`config.mk`:
```
export PLATFORM = sky130hd
export DESIGN_NAME = mb32_booth_enc
export DESIGN_NICKNAME = d
export VERILOG_FILES = /design/src/rtl/mb_booth_pkg.sv /design/src/rtl/booth8_digit_enc.sv /design/src/rtl/mb32_booth_enc.sv
export SDC_FILE = /design/constraint.sdc
export NUM_CORES = 1
export LEC_CHECK = 0
export ABC_AREA = 1
export BUFFER_PORTS_ARGS = -buffer_cell sky130_fd_sc_hd__buf_2
export CORE_AREA = 2 2 184 186
export DETAILED_ROUTE_END_ITERATION = 12
export DIE_AREA = 0 0 186 188
export SLEW_MARGIN = 5
export SYNTH_ARGS = -nofsm -noshare
export SYNTH_HDL_FRONTEND = slang
export SYNTH_SLANG_ARGS = --single-unit
```
`constraint.sdc`:
```
create_clock -name CLK -period 2.63 [get_ports CLK]
set_input_delay 0.789 -clock CLK [delete_from_list [all_inputs] [get_ports CLK]]
set_output_delay 0.789 -clock CLK [all_outputs]
set_load 0.02 [all_outputs]
```
`src/rtl/mb_booth_pkg.sv`:
```
// Shared definitions for the mb32 radix-8 Booth recoder: group count,
// digit-select bit positions and the packed digit-select type.
package mb_booth_pkg;

    // Positions inside a packed digit select {n,q,t,d,s}
    localparam int S = 0;   // |v| == 1
    localparam int D = 1;   // |v| == 2
    localparam int T = 2;   // |v| == 3
    localparam int Q = 3;   // |v| == 4
    localparam int N = 4;   // v < 0

    localparam int DIGIT_W = 5;

    typedef logic [DIGIT_W-1:0] digit_t;

    // Number of radix-8 digit groups produced for a given operand width
    function automatic int group_cnt(input int width);
        return (width >> 2) + 3;
    endfunction

    // Width of the extended multiplier so every group window is in range
    function automatic int xext_w(input int width);
        int need;
        need = 3 * group_cnt(width) + 1;
        return (need > width + 2) ? need : width + 2;
    endfunction

endpackage

```
`src/rtl/booth8_digit_enc.sv`:
```
// Radix-8 Booth digit encoder: one 4-bit overlapping window of the
// extended multiplier in, one-hot magnitude plus sign out.
module booth8_digit_enc
    import mb_booth_pkg::*;
(
    input  logic [3:0] win_i,   // {b3,b2,b1,b0}, b0 overlaps the group below
    output digit_t     dig_o
);

    // Value = -4*b3 + 2*b2 + b1 + b0; zero never carries a sign bit
    always_comb begin
        dig_o = '0;
        unique case (win_i)
            4'b0001, 4'b0010: dig_o[S] = 1'b1;                    // +1
            4'b0011, 4'b0100: dig_o[D] = 1'b1;                    // +2
            4'b0101, 4'b0110: dig_o[T] = 1'b1;                    // +3
            4'b0111:          dig_o[Q] = 1'b1;                    // +4
            4'b1000:          begin dig_o[Q] = 1'b1; dig_o[N] = 1'b1; end  // -4
            4'b1001, 4'b1010: begin dig_o[T] = 1'b1; dig_o[N] = 1'b1; end  // -3
            4'b1011, 4'b1100: begin dig_o[D] = 1'b1; dig_o[N] = 1'b1; end  // -2
            4'b1101, 4'b1110: begin dig_o[S] = 1'b1; dig_o[N] = 1'b1; end  // -1
            default:          dig_o = '0;                         // 0000 / 1111
        endcase
    end

endmodule

```
`src/rtl/mb32_booth_enc.sv`:
```
// Two-stage radix-8 Booth recoder in front of the mb32 multiplier array.
// Stage A captures the raw operands, stage B holds the recoded digit
// selects, the multiplicand and its precomputed triple. Full throughput
// with backpressure; every stage only moves when the one after it frees.
module mb32_booth_enc
    import mb_booth_pkg::*;
#(
    parameter  int WIDTH     = 32,
    localparam int GROUP_CNT = group_cnt(WIDTH)
) (
    input  logic                 CLK,
    input  logic                 RST,        // async, active low

    input  logic                 in_valid,
    output logic                 in_ready,
    input  logic [WIDTH-1:0]     x,
    input  logic [WIDTH-1:0]     y,
    input  logic                 is_signed,

    output logic                 out_valid,
    input  logic                 out_ready,
    output logic [GROUP_CNT-1:0] s,
    output logic [GROUP_CNT-1:0] d,
    output logic [GROUP_CNT-1:0] t,
    output logic [GROUP_CNT-1:0] q,
    output logic [GROUP_CNT-1:0] n,
    output logic [WIDTH-1:0]     my,
    output logic [WIDTH+1:0]     tmy
);

    localparam int XE_W = xext_w(WIDTH);

    // ---------------- stage A: raw operands ----------------
    logic             va_q;
    logic [WIDTH-1:0] xa_q;
    logic [WIDTH-1:0] ya_q;
    logic             sa_q;

    // ---------------- stage B: recoded bundle ----------------
    logic                 ov_q;
    logic [GROUP_CNT-1:0] s_q, d_q, t_q, q_q, n_q;
    logic [WIDTH-1:0]     my_q;
    logic [WIDTH+1:0]     tmy_q;

    // ---------------- handshake ----------------
    logic in_fire;   // operand pair enters stage A
    logic adv_a;     // stage A content moves into stage B

    assign adv_a    = va_q && (!ov_q || out_ready);
    assign in_ready = !va_q || !ov_q || out_ready;
    assign in_fire  = in_valid && in_ready;

    // ---------------- recoding datapath (from stage A) ----------------
    logic                 x_ext_bit;
    logic [XE_W-1:0]      x_ext;
    digit_t [GROUP_CNT-1:0] dig_w;
    logic [GROUP_CNT-1:0] s_d, d_d, t_d, q_d, n_d;
    logic [WIDTH+1:0]     y_ext;
    logic [WIDTH+1:0]     tmy_d;

    // Extension bit replicates the sign only for signed operands
    assign x_ext_bit = sa_q & xa_q[WIDTH-1];
    assign x_ext     = {{(XE_W-WIDTH-1){x_ext_bit}}, xa_q, 1'b0};

    genvar gi;
    generate
        for (gi = 0; gi < GROUP_CNT; gi++) begin : g_grp
            booth8_digit_enc u_enc (
                .win_i (x_ext[3*gi +: 4]),
                .dig_o (dig_w[gi])
            );
            assign s_d[gi] = dig_w[gi][S];
            assign d_d[gi] = dig_w[gi][D];
            assign t_d[gi] = dig_w[gi][T];
            assign q_d[gi] = dig_w[gi][Q];
            assign n_d[gi] = dig_w[gi][N];
        end
    endgenerate

    // Two guard bits hold 3*y exactly for both signed and unsigned y
    assign y_ext = sa_q ? {{2{ya_q[WIDTH-1]}}, ya_q} : {2'b00, ya_q};
    assign tmy_d = (y_ext << 1) + y_ext;

    // Stage A: capture operands on accept, drop valid once they move on
    always_ff @(posedge CLK or negedge RST) begin
        if (!RST) begin
            va_q <= 1'b0;
            xa_q <= '0;
            ya_q <= '0;
            sa_q <= 1'b0;
        end else if (in_fire) begin
            va_q <= 1'b1;
            xa_q <= x;
            ya_q <= y;
            sa_q <= is_signed;
        end else if (adv_a) begin
            va_q <= 1'b0;
        end
    end

    // Stage B: load recoded bundle when A advances, else drain on out_ready
    always_ff @(posedge CLK or negedge RST) begin
        if (!RST) begin
            ov_q  <= 1'b0;
            s_q   <= '0;
            d_q   <= '0;
            t_q   <= '0;
            q_q   <= '0;
            n_q   <= '0;
            my_q  <= '0;
            tmy_q <= '0;
        end else if (adv_a) begin
            ov_q  <= 1'b1;
            s_q   <= s_d;
            d_q   <= d_d;
            t_q   <= t_d;
            q_q   <= q_d;
            n_q   <= n_d;
            my_q  <= ya_q;
            tmy_q <= tmy_d;
        end else if (out_ready) begin
            ov_q  <= 1'b0;
        end
    end

    assign out_valid = ov_q;
    assign s         = s_q;
    assign d         = d_q;
    assign t         = t_q;
    assign q         = q_q;
    assign n         = n_q;
    assign my        = my_q;
    assign tmy       = tmy_q;

endmodule

```
==> results.yml <==
setup_path:
  path_max_fanout: 3
  worstPathArrival_ns: 2.44
  end_kind: "flip-flop"
  r2r_cells: 13
  startpoint_type: "flip-flop"
  crit_type: "reg -> reg"
  cp_data_required_time_ns: 2.95
detailed_routing:
  via_count: 8554
  drt_wl_total_microns: 27000
  drc: 0
  final_antenna_net_count: 0
  post_drt_wl_per_cell_microns: 14.1
  drt_iter0_drc: 476
  via_per_inst: 4.47
  drt_first_pass_iters: 5
synthesis:
  synth-edff-count: 0
  synth_area_per_cell_sq_um: 7.69
  ys_seq_elements: 187
  async_flop_share: 1.00
  synth_compound_area_frac: 0.101
  yosysSeqAreaShare: 0.480
  synth-warning-count: 0
  ys.flop_type: "dfrtp_1"
  synth-simple-area-share: 0.254
  synth_nets: 1368
  syn_area_sq_um: 9750
  synth.top_cells.by_area: "dfrtp_1 (48%), nand2_1 (16%), inv_1 (6.4%)"
  synth-adder-area-share: 0.0418
  muxShareOfSynthArea: 0.0289
  synth_cells: 1267
  yosys.area.top_type_share: 0.480
  yosys.area_share.xor_xnor: 0.0126
  yosys.cell_types.count: 34
  synth_top_area_cell: "dfrtp_1"
  synth_top_family_by_area: "simple AND/OR/NAND/NOR gates"
sta:
  finalHoldViolations: 0
  max-slew-margin-rel: 0.648
  tightest_slew_ns: 0.528
  setup_viol: 0
  finalCriticalPeriod_ns: 2.11
  period_share: 0.803
  rsz0062_at_grt: "no"
  finClkSkew_ns: 0.0259
  fmax_mhz: 474
  slew_viol_final: 0
  setup_tns_ns: 0
global_route:
  grt_start_max_net_pins: 81
  grt_usage: 0.162
  grt_pass1_vias: 8811
  antenna_found_initial: 4
  gr-total-overflow: 0
  grt_pass1_wl_microns: 44600
floorplanning:
  fp.dieW_microns: 186
  die-area_sq_um: 35000
  initial_core_util: 0.294
  core_area_sq_um: 33100
  rows: 67
  io_pins: 192
  die_h_microns: 188
power_and_ir_drop:
  power_density_nw_per_um2: 983
  sequentialPowerShare: 0.363
  pwr-share-clk: 0.239
  ir_worst_vdd_mv: 0.333
  leakage_nw: 6.47
  p_switching_mw: 4.91
  p_sw_frac: 0.419
  p_comb_frac: 0.398
  p_int_mw: 6.81
cts:
  cts_resized: 0
  clkLatencyLatePin_ns: 0.45
  cts_buffer_depth: 2
  htree_levels: 4
  ctsHoldBuffers: 0
  clk_pin_slew_ns: 0.07
  clkSinkCount: 187
  ctsRootBufferMaster: "clkbuf_16"
  post_cts_buffers: 0
  cts_buffers: 17
  cts_tree: "built"
place:
  port_buffers: 191
  routabilityCongestion: 0.856
  place_hpwl_microns: 20600
  placed_area_sq_um: 11300
outcome:
  status: "complete, no violations"
cells_and_area:
  layout_commonest_cell: "nand2_1"
  fin_area_sq_um: 11900
  layout-drive-gt1-share: 0.185
  layout_common_cells: "nand2_1 (418), buf_2 (190), dfrtp_1 (187), inv_1 (165), nor2_1 (144)"
  syn_to_final_growth_pct: 22.3
  final_nets: 1554
run:
  cap_violations: 0
min_path:
  hold_class: "in -> async"
## state kept, by name, summed over array words and instances, names as in the netlist
register,cells
tmy,33
t,11
my,32
q,11
xa_q,32
d,11
s,11
va_q,1
ya_q,32
out_valid,1
sa_q,1
n,11
## logic make-up after synthesis
logic type               Yosys count
XOR/XNOR                          14
buffers and inverters            202
AND/OR/NAND/NOR                  629
multiplexers                      25
flip-flops                       187
adder cells (fa/ha/maj)           32
AO/OA/AOI/OAI                    178
## metrics by stage
stage	power, mW	util	hold WS, ns	std cells	worst slack [ns]
finish	11.7	0.360	0.304	1915	0.519
global route	12.6	0.360	0.349	1914	0.299
CTS	11.9	0.360	0.320	1914	0.488
detailed placement	9.04	0.341	0.460	1882	0.492
global placement	8.99	0.341	0.461	1882	0.533
floorplan	7.35	-	0.452	1267	0.667
## final cells by class
class / count / area (sq um)
Fill cell: 3536 / 21200
Timing Repair Buffer: 203 / 1130
Antenna cell: 1 / 2.50
Tap cell: 448 / 561
Multi-Input combinational cell: 878 / 4290
Sequential cell: 187 / 4680
Inverter: 166 / 623
Clock buffer: 18 / 429
Clock inverter: 14 / 206
## power groups by stage
stage          sequential (mW)  clock (mW)  combinational, mW
3_3_place_gp              4.31           0               4.68
6_report                  4.25        2.80               4.67
4_1_cts                   4.27        2.91               4.74
2_1_floorplan             5.03           0               2.31
5_1_grt                   4.37        3.00               5.27
3_5_place_dp              4.31           0               4.73
## worst max-delay path, cell delays in order, from the launching register on
cell	delay [ns]
dfrtp_1	0.38
ha_1	0.20
inv_1	0.06
fa_1	0.42
inv_1	0.12
nand3_1	0.07
nand3_1	0.16
nand3_1	0.09
nand3_1	0.14
nand2_1	0.12
nand2_1	0.08
nand2_1	0.05
nand3_1	0.06
nand2_1	0.05
## layer usage
| layer | track usage | share of wire | vias up |
|---|---|---|---|
| met1 | 0.201 | 0.45 | 4014 |
| met2 | 0.276 | 0.48 | 149 |
| met4 | 0.0485 | 0.015 | 6 |
| met5 | 0 | 0.0015 | - |
| met3 | 0.0410 | 0.053 | 22 |
| li1 | - | - | 4363 |
## cell usage after synthesis, types with 2 or more instances
cell type / n
nor2_1: 144
o22a_1: 2
o21ai_1: 9
o211ai_1: 9
mux2_2: 25
inv_1: 165
nand3_2: 2
dfrtp_1: 187
buf_2: 21
xnor2_1: 13
nand3b_1: 4
nand4_1: 3
o21bai_1: 3
ha_1: 31
a22oi_1: 9
buf_1: 2
nand2_2: 5
o31ai_1: 11
nand3_1: 46
a21oi_1: 81
o21ai_0: 51
nor3_1: 3
clkbuf_1: 12
nand2_1: 419
## final timing paths
path / startpoint / slack, ns / end
min in group CLK: my[24] / 0.48 / my[24]
hold / removal: RST / 0.30 / xa_q[6]
setup reg to reg: ya_q[1] / 0.52 / tmy[29]
max in group asynchronous: RST / 1.63 / tmy[16]
hold reg to reg: my[24] / 0.48 / my[24]
setup / recovery: ya_q[1] / 0.52 / tmy[29]
Power figures use the tool's default switching activity.
